### src/rtl/power_window_acc_if.sv
// Sample-in / mean-square-out bundle of the windowed power meter.
// peak_out exists only when PEAK_HOLD_EN is defined.
interface power_window_acc_if #(
   parameter int DW     = 16,
   parameter int LOG2_N = 12,
   parameter int OW     = 32
);
   logic                   in_valid;
   logic signed [DW-1:0]   x_in;
   logic                   ms_ready;
   logic                   ms_valid;
   logic [OW-1:0]          ms_out;
   logic                   overrun;
   logic [LOG2_N-1:0]      win_cnt;
`ifdef PEAK_HOLD_EN
   logic [DW-1:0]          peak_out;

   modport master (output in_valid, x_in, ms_ready,
                   input  ms_valid, ms_out, overrun, win_cnt, peak_out);
   modport slave  (input  in_valid, x_in, ms_ready,
                   output ms_valid, ms_out, overrun, win_cnt, peak_out);
`else
   modport master (output in_valid, x_in, ms_ready,
                   input  ms_valid, ms_out, overrun, win_cnt);
   modport slave  (input  in_valid, x_in, ms_ready,
                   output ms_valid, ms_out, overrun, win_cnt);
`endif
endinterface

### src/rtl/power_window_acc.sv
// Windowed mean-square power meter: squares samples, sums 2^LOG2_N of them and
// shifts down, handing the saturated mean over valid/ready. PEAK_HOLD_EN adds peak_out.
module power_window_acc #(
   parameter int DW     = 16,
   parameter int LOG2_N = 12,
   parameter int OW     = 32
) (
   input  logic               clk,
   input  logic               rst,
   power_window_acc_if.slave  bus
);
   localparam int MW    = 2 * DW;
   localparam int ACC_W = MW + LOG2_N;
   localparam logic [LOG2_N-1:0] LAST = '1;

   function automatic logic [OW-1:0] sat_ow(input logic [MW-1:0] m);
      logic [MW+OW-1:0] wide;
      logic [MW+OW-1:0] lim;
      wide = {{OW{1'b0}}, m};
      lim  = {{MW{1'b0}}, {OW{1'b1}}};
      if (wide > lim) return {OW{1'b1}};
      return OW'(m);
   endfunction

   // ---- stage 1: square the accepted sample ----
   logic signed [DW-1:0] x_s;
   logic signed [MW-1:0] prod_s;
   logic [MW-1:0]        sq_p1_d, sq_p1_q;
   logic                 vld_p1_d, vld_p1_q;

   always_comb begin
      x_s      = bus.x_in;
      prod_s   = MW'(x_s) * MW'(x_s);
      sq_p1_d  = unsigned'(prod_s);
      vld_p1_d = bus.in_valid;
   end

`ifdef PEAK_HOLD_EN
   function automatic logic [DW-1:0] sat_abs(input logic signed [DW-1:0] x);
      if (x == {1'b1, {(DW-1){1'b0}}}) return {1'b0, {(DW-1){1'b1}}};
      if (x < 0) return unsigned'(-x);
      return unsigned'(x);
   endfunction

   logic [DW-1:0] abs_p1_d, abs_p1_q;
   always_comb abs_p1_d = sat_abs(x_s);
   always_ff @(posedge clk) abs_p1_q <= abs_p1_d;
`endif

   // Data-only register: its contents are ignored whenever vld_p1_q is low.
   always_ff @(posedge clk) sq_p1_q <= sq_p1_d;

   always_ff @(posedge clk or posedge rst) begin
      if (rst) vld_p1_q <= 1'b0;
      else     vld_p1_q <= vld_p1_d;
   end

   // ---- stage 2: accumulate, close window, hand off ----
   logic [ACC_W-1:0]  acc_d, acc_q, acc_sum;
   logic [MW-1:0]     mean;
   logic [LOG2_N-1:0] win_cnt_d, win_cnt_q;
   logic              ms_valid_d, ms_valid_q;
   logic [OW-1:0]     ms_out_d, ms_out_q;
   logic              overrun_d, overrun_q;
   logic              done;
`ifdef PEAK_HOLD_EN
   logic [DW-1:0]     peak_run_d, peak_run_q, peak_out_d, peak_out_q, peak_max;
`endif

   always_comb begin
      acc_sum    = acc_q + ACC_W'(sq_p1_q);
      mean       = acc_sum[ACC_W-1:LOG2_N];
      done       = vld_p1_q && (win_cnt_q == LAST);
      acc_d      = acc_q;
      win_cnt_d  = win_cnt_q;
      ms_out_d   = ms_out_q;
      overrun_d  = overrun_q;
      ms_valid_d = ms_valid_q && !bus.ms_ready;
      if (vld_p1_q) begin
         acc_d     = acc_sum;
         win_cnt_d = win_cnt_q + LOG2_N'(1);
      end
      if (done) begin
         acc_d      = '0;
         ms_out_d   = sat_ow(mean);
         ms_valid_d = 1'b1;
         // A still-pending result that is not taken this edge is lost.
         if (ms_valid_q && !bus.ms_ready) overrun_d = 1'b1;
      end
   end

`ifdef PEAK_HOLD_EN
   always_comb begin
      peak_max   = (abs_p1_q > peak_run_q) ? abs_p1_q : peak_run_q;
      peak_run_d = peak_run_q;
      peak_out_d = peak_out_q;
      if (vld_p1_q) peak_run_d = peak_max;
      if (done) begin
         peak_out_d = peak_max;
         peak_run_d = '0;
      end
   end

   always_ff @(posedge clk or posedge rst) begin
      if (rst) begin
         peak_run_q <= '0;
         peak_out_q <= '0;
      end else begin
         peak_run_q <= peak_run_d;
         peak_out_q <= peak_out_d;
      end
   end

   assign bus.peak_out = peak_out_q;
`endif

   always_ff @(posedge clk or posedge rst) begin
      if (rst) begin
         acc_q      <= '0;
         win_cnt_q  <= '0;
         ms_valid_q <= 1'b0;
         ms_out_q   <= '0;
         overrun_q  <= 1'b0;
      end else begin
         acc_q      <= acc_d;
         win_cnt_q  <= win_cnt_d;
         ms_valid_q <= ms_valid_d;
         ms_out_q   <= ms_out_d;
         overrun_q  <= overrun_d;
      end
   end

   assign bus.ms_valid = ms_valid_q;
   assign bus.ms_out   = ms_out_q;
   assign bus.overrun  = overrun_q;
   assign bus.win_cnt  = win_cnt_q;

endmodule
### src/flat_wrapper.sv
// flat-port wrapper written by rule: the top's interface ports become plain ports
module power_window_acc_flat 
#(
   parameter int DW     = 16,
   parameter int LOG2_N = 12,
   parameter int OW     = 32
)
  (clk, rst, bus_in_valid, bus_x_in, bus_ms_ready, bus_ms_valid, bus_ms_out, bus_overrun, bus_win_cnt);
  power_window_acc_if #(.DW(DW), .LOG2_N(LOG2_N), .OW(OW)) bus_i ();
  input  logic clk;
  input  logic rst;
  input wire logic [$bits(bus_i.in_valid)-1:0] bus_in_valid;
  input wire logic [$bits(bus_i.x_in)-1:0] bus_x_in;
  input wire logic [$bits(bus_i.ms_ready)-1:0] bus_ms_ready;
  output wire logic [$bits(bus_i.ms_valid)-1:0] bus_ms_valid;
  output wire logic [$bits(bus_i.ms_out)-1:0] bus_ms_out;
  output wire logic [$bits(bus_i.overrun)-1:0] bus_overrun;
  output wire logic [$bits(bus_i.win_cnt)-1:0] bus_win_cnt;
  assign bus_i.in_valid = bus_in_valid;
  assign bus_i.x_in = bus_x_in;
  assign bus_i.ms_ready = bus_ms_ready;
  assign bus_ms_valid = bus_i.ms_valid;
  assign bus_ms_out = bus_i.ms_out;
  assign bus_overrun = bus_i.overrun;
  assign bus_win_cnt = bus_i.win_cnt;
  power_window_acc #(.DW(DW), .LOG2_N(LOG2_N), .OW(OW)) u_core (.clk(clk), .rst(rst), .bus(bus_i));
endmodule
### config.mk
export PLATFORM = sky130hd
export DESIGN_NAME = power_window_acc_flat
export DESIGN_NICKNAME = d
export VERILOG_FILES = /design/src/rtl/power_window_acc_if.sv /design/src/rtl/power_window_acc.sv /design/src/flat_wrapper.sv
export SDC_FILE = /design/constraint.sdc
export NUM_CORES = 1
export LEC_CHECK = 0
export BUFFER_PORTS_ARGS = -buffer_cell sky130_fd_sc_hd__buf_2
export CAP_MARGIN = 10
export CORE_AREA = 2 2 144 286
export CTS_BUF_LIST = sky130_fd_sc_hd__clkbuf_8
export DETAILED_ROUTE_END_ITERATION = 12
export DIE_AREA = 0 0 146 288
export PLACE_DENSITY = 0.54
export SYNTH_ARGS = -nofsm -noshare
export SYNTH_HDL_FRONTEND = slang
export SYNTH_SLANG_ARGS = --single-unit
export TNS_END_PERCENT = 50
### constraint.sdc
create_clock -name clk -period 3.4 [get_ports clk]
set_clock_uncertainty 0.1 [all_clocks]
set_input_delay 0.34 -clock clk [delete_from_list [all_inputs] [get_ports clk]]
set_output_delay 0.34 -clock clk [all_outputs]
set_load 0.01 [all_outputs]
Word level (Yosys, flattened, before mapping):

Cells that the tools add are included.

* bits in registers: 123
* latch bits: 0
* RAM bits: 0
* ROM bits: 0
* input bits: 20
* word-level logic and storage cells: 19
* memories: 0

* add/sub/neg operators: 2
* $mul: 1
* divide/modulo/power cells: 0
* order comparisons: 0
* equality and inequality tests: 1
* shifts and indexed selects: 0
* mux-type cells: 3
* bitwise gates (word level): 0
* reduce and logical (&&, ||, !) cells: 5

Operator list (count)
* 44-bit two-way mux: 2
* 44-bit by 32-bit adder with 44-bit output: 1
* 16-bit by 16-bit multiplier with 32-bit output: 1
* 12-bit by 1-bit adder with 12-bit output, second input constant: 1
* 12-bit == test, second input constant: 1
* 1-bit logical AND: 2
* 2-bit AND reduction: 1
* 2-bit nonzero test: 1
* 1-bit zero test: 1
* 1-bit two-way mux: 1

Logic depth before layout (Yosys ltp):

* depth in word-level cells: 3
* depth in mapped cells: 25
* depth with buffers taken out: 23

Worst setup path after synthesis:

No wires, ideal clock.

* kind: input-to-reg
* start: in bus_x_in[15]
* end: reg u_core.sq_p1_q[31]
* arrival: 5.972 ns
* required time: 3.228 ns
* slack: -2.744 ns
* stages: 22
* path buffers: 2
* cells stage by stage: clkbuf_1 > inv_1 > clkbuf_1 > nor2_1 > fa_1 > fa_1 > fa_1 > fa_1 > fa_1 > inv_1 > fa_1 > inv_1 > ha_1 > o21a_1 > o21ai_0 > nand2b_1 > o211ai_1 > a31oi_1 > a221oi_1 > o21ai_1 > a21oi_1 > xnor2_1

* cells in the longest elaborated chain, start to end: 1

RTL lines
* start: declaration: line flat_wrapper.sv:13 `input wire logic [$bits(bus_i.x_in)-1:0] bus_x_in;`
* 16-bit by 16-bit multiplier with 32-bit output: line power_window_acc.sv:33 `prod_s = MW'(x_s) * MW'(x_s);`
* via u_core.prod_s[31]: line power_window_acc.sv:27 `logic signed [MW-1:0] prod_s;`
* end signal: assignment: line power_window_acc.sv:51 `always_ff @(posedge clk) sq_p1_q <= sq_p1_d;`
* end: declaration: line power_window_acc.sv:28 `logic [MW-1:0] sq_p1_d, sq_p1_q;`

The timed path passes the listed nets, and every way through them passes these cells.
A chain may end at the register's enable or synchronous reset.

Worst setup path after layout:

* start: in bus_x_in[2]
* end: reg u_core.sq_p1_q[30]

Same word-level chain as after synthesis.

==> metrics.txt <==
H-tree levels 4; RSZ-0062 raised after global routing true; CTS tree yes; Tightest Pin Transition roughly 0.64 ns; Critical Path AT approximately 5.7 ns; Worst Setup End Kind register; first-pass GRT wire length 61,000 µm; core area about 40,000 µm²; area grow syn2layout 27.7%; fin. max-slew vios 0; total CTS buffers 17; wire per inst 15.2 µm; asr flop ratio synth 0.746; nets around 2,200; CP startpoint kind input port; total global-route track usage 0.181; HP Class in2reg; CTS sink count 122; Root Buffer clkbuf_8; share of cells above drive strength 1 0.279; DR pass1 iterations 4; final wirelength 36,500 µm; maxcap violations 0; fmax between 0.15 and 0.2 GHz; CP required roughly 3.7 ns; Post-synth EDFFs 0; fin cells ~2,400; largest net degree at the start of global routing 63; Avg Cell Area, Syn between 9 and 10 µm²; post-route cell area roughly 19,000 µm²; DRC errors left 0; Bufs on Longest Clock Path 2; CP Max Fanout 7; Setup Crit Path Kind in2reg; post-layout min period roughly 5.4 ns; Ys Warns 0; Main synth FF type dfrtp_1; most common cell after layout, fill and taps aside inv_1; worst skew pair latency between 0.4 and 0.5 ns; die width ~150 µm; die area approximately 42,000 µm²; Core Rows approximately 100; failing checks setup timing; via/cell ratio roughly 4.7; Routed Antenna Nets 0; gr ovfl total 0; DP Area about 18,000 µm²; Yosys cell types between 60 and 70; final setup TNS -35.03 ns; DIE HEIGHT around 290 µm; Slew HR 0.574; setup ws final -2.02 ns; sequential share of the synthesized area 0.194; DRT iter0 DRCs between 300 and 400; vias approximately 11,000; worst hold margin 0.0776 ns; crit share post-route 1.60; Fin. Hold Viols 0; syn nets ~2,000; Setup-failing EPs final 26; Clock Pin Slew Worst Setup and Hold Paths around 0.080 ns; #FFs+latches synth roughly 120; placed instance count 2,344; Cells after Synth roughly 1,600; most frequent cells in the layout inv_1, fa_1, buf_4, nand2_1, ha_1; cell area after synthesis between 10,000 and 15,000 µm²; I/O pins 66; Port Buffers 65; Post-DP HPWL about 31,000 µm; vias in the first global route between 10,000 and 15,000; initial antenna violation count 1; initial core utilization 0.372; final RePlAce weighted congestion a little under 0.9; status finished, violations left
==> sequential cells by signal, summed over array words and instances, names as in the netlist <==
| signal | flops |
|---|---|
| u_core.bus.ms_valid | 1 |
| u_core.bus.overrun | 1 |
| u_core.bus.win_cnt | 12 |
| u_core.vld_p1_q | 1 |
| u_core.acc_q | 44 |
| u_core.sq_p1_q | 31 |
| u_core.bus.ms_out | 32 |
==> cell families (layout without fill, tap and decap cells) <==
logic type      count (synthesis)  count (layout)  share of synthesized area
flops                         122             122                      0.194
buf+inv                       408             703                      0.105
other cells                     0               1                          0
mux                             4               4                    0.00319
simple gates                  329             329                      0.105
xor+xnor                       96              96                     0.0564
fa+ha+maj                     360             360                      0.420
compound gates                262             262                      0.116
==> metrics by stage <==
stage | util | setup WS (ns)
floorplan | - | -2.19
finish | 0.475 | -2.02
global placement | 0.441 | -2.59
detailed placement | 0.441 | -2.72
global route | 0.475 | -2.18
CTS | 0.470 | -1.96
==> worst max-delay path, cell delays in order <==
cell	delay, ns
buf_12	0.12
buf_6	0.11
and2_4	0.16
buf_4	0.14
ha_4	0.26
inv_2	0.03
fa_1	0.54
inv_2	0.04
fa_1	0.45
fa_1	0.50
fa_1	0.52
inv_1	0.05
fa_1	0.48
inv_2	0.04
ha_4	0.21
a21o_1	0.16
a21oi_2	0.20
nor3b_2	0.27
o31ai_2	0.11
a21oi_2	0.20
nor2_2	0.09
or3_4	0.40
a21oi_2	0.14
xnor2_1	0.13
==> final timing paths <==
kind                                              end  depth (start not counted)                   from  slack [ns]
worst min register to register  u_core.bus.ms_out[22]                          2  u_core.bus.ms_out[22]        0.37
worst min-delay path              u_core.bus.ms_valid                          3           bus_ms_ready        0.08
max in group asynchronous            u_core.acc_q[29]                          4                    rst        2.16
worst max register to register  u_core.bus.ms_out[30]                         12        u_core.acc_q[0]        0.19
min in group asynchronous             u_core.acc_q[3]                          3                    rst        0.34
worst max-delay path               u_core.sq_p1_q[30]                         24            bus_x_in[2]       -2.02
==> area by class of cell <==
cell class | instances | area [µm²]
inverter | 364 | 1390
antenna | 1 | 2.50
clock inverter | 15 | 166
fill | 3918 | 21100
tap | 530 | 663
clock buffer | 17 | 234
timing repair buffer | 307 | 2500
sequential | 122 | 2900
multi-input combinational | 1051 | 11200
==> synth_stat cells (9+ instances only) <==
cell type / number / area, µm²
ha_1: 127 / 1590
dfxtp_1: 31 / 621
o21a_1: 9 / 67.6
and3_1: 10 / 62.6
inv_1: 363 / 1360
dfrtp_1: 91 / 2280
a31oi_1: 10 / 62.6
nor2b_1: 9 / 56.3
nand2_1: 144 / 541
and2_1: 32 / 200
o2bb2ai_1: 21 / 184
a21o_1: 30 / 225
nand2b_1: 11 / 68.8
a21oi_1: 55 / 275
fa_1: 233 / 4660
xor2_1: 35 / 307
nor2_1: 56 / 210
nand3_1: 25 / 125
xnor2_1: 61 / 534
o21ai_0: 73 / 365
clkbuf_1: 37 / 139
==> routing by layer <==
metal,GRT usage,vias up,share of wire
li1,-,5530,-
met1,0.184,5587,0.37
met2,0.363,203,0.56
met3,0.0147,90,0.019
met4,0.0896,0,0.049
met5,0,-,0
==> what timing repair did <==
item | in CTS | in global routing
pin swaps | 77 | 47
resized for setup | 149 | 42
hold endpoints to repair | 30 | 0
buffers inserted | 23 | 7
hold buffers | 2 | 0
endpoints found under the setup margin | 26 | 33
Power is left out: the tool's default activity adds up to more than one toggle a clock period on the data nets, which glitch-free logic cannot reach.
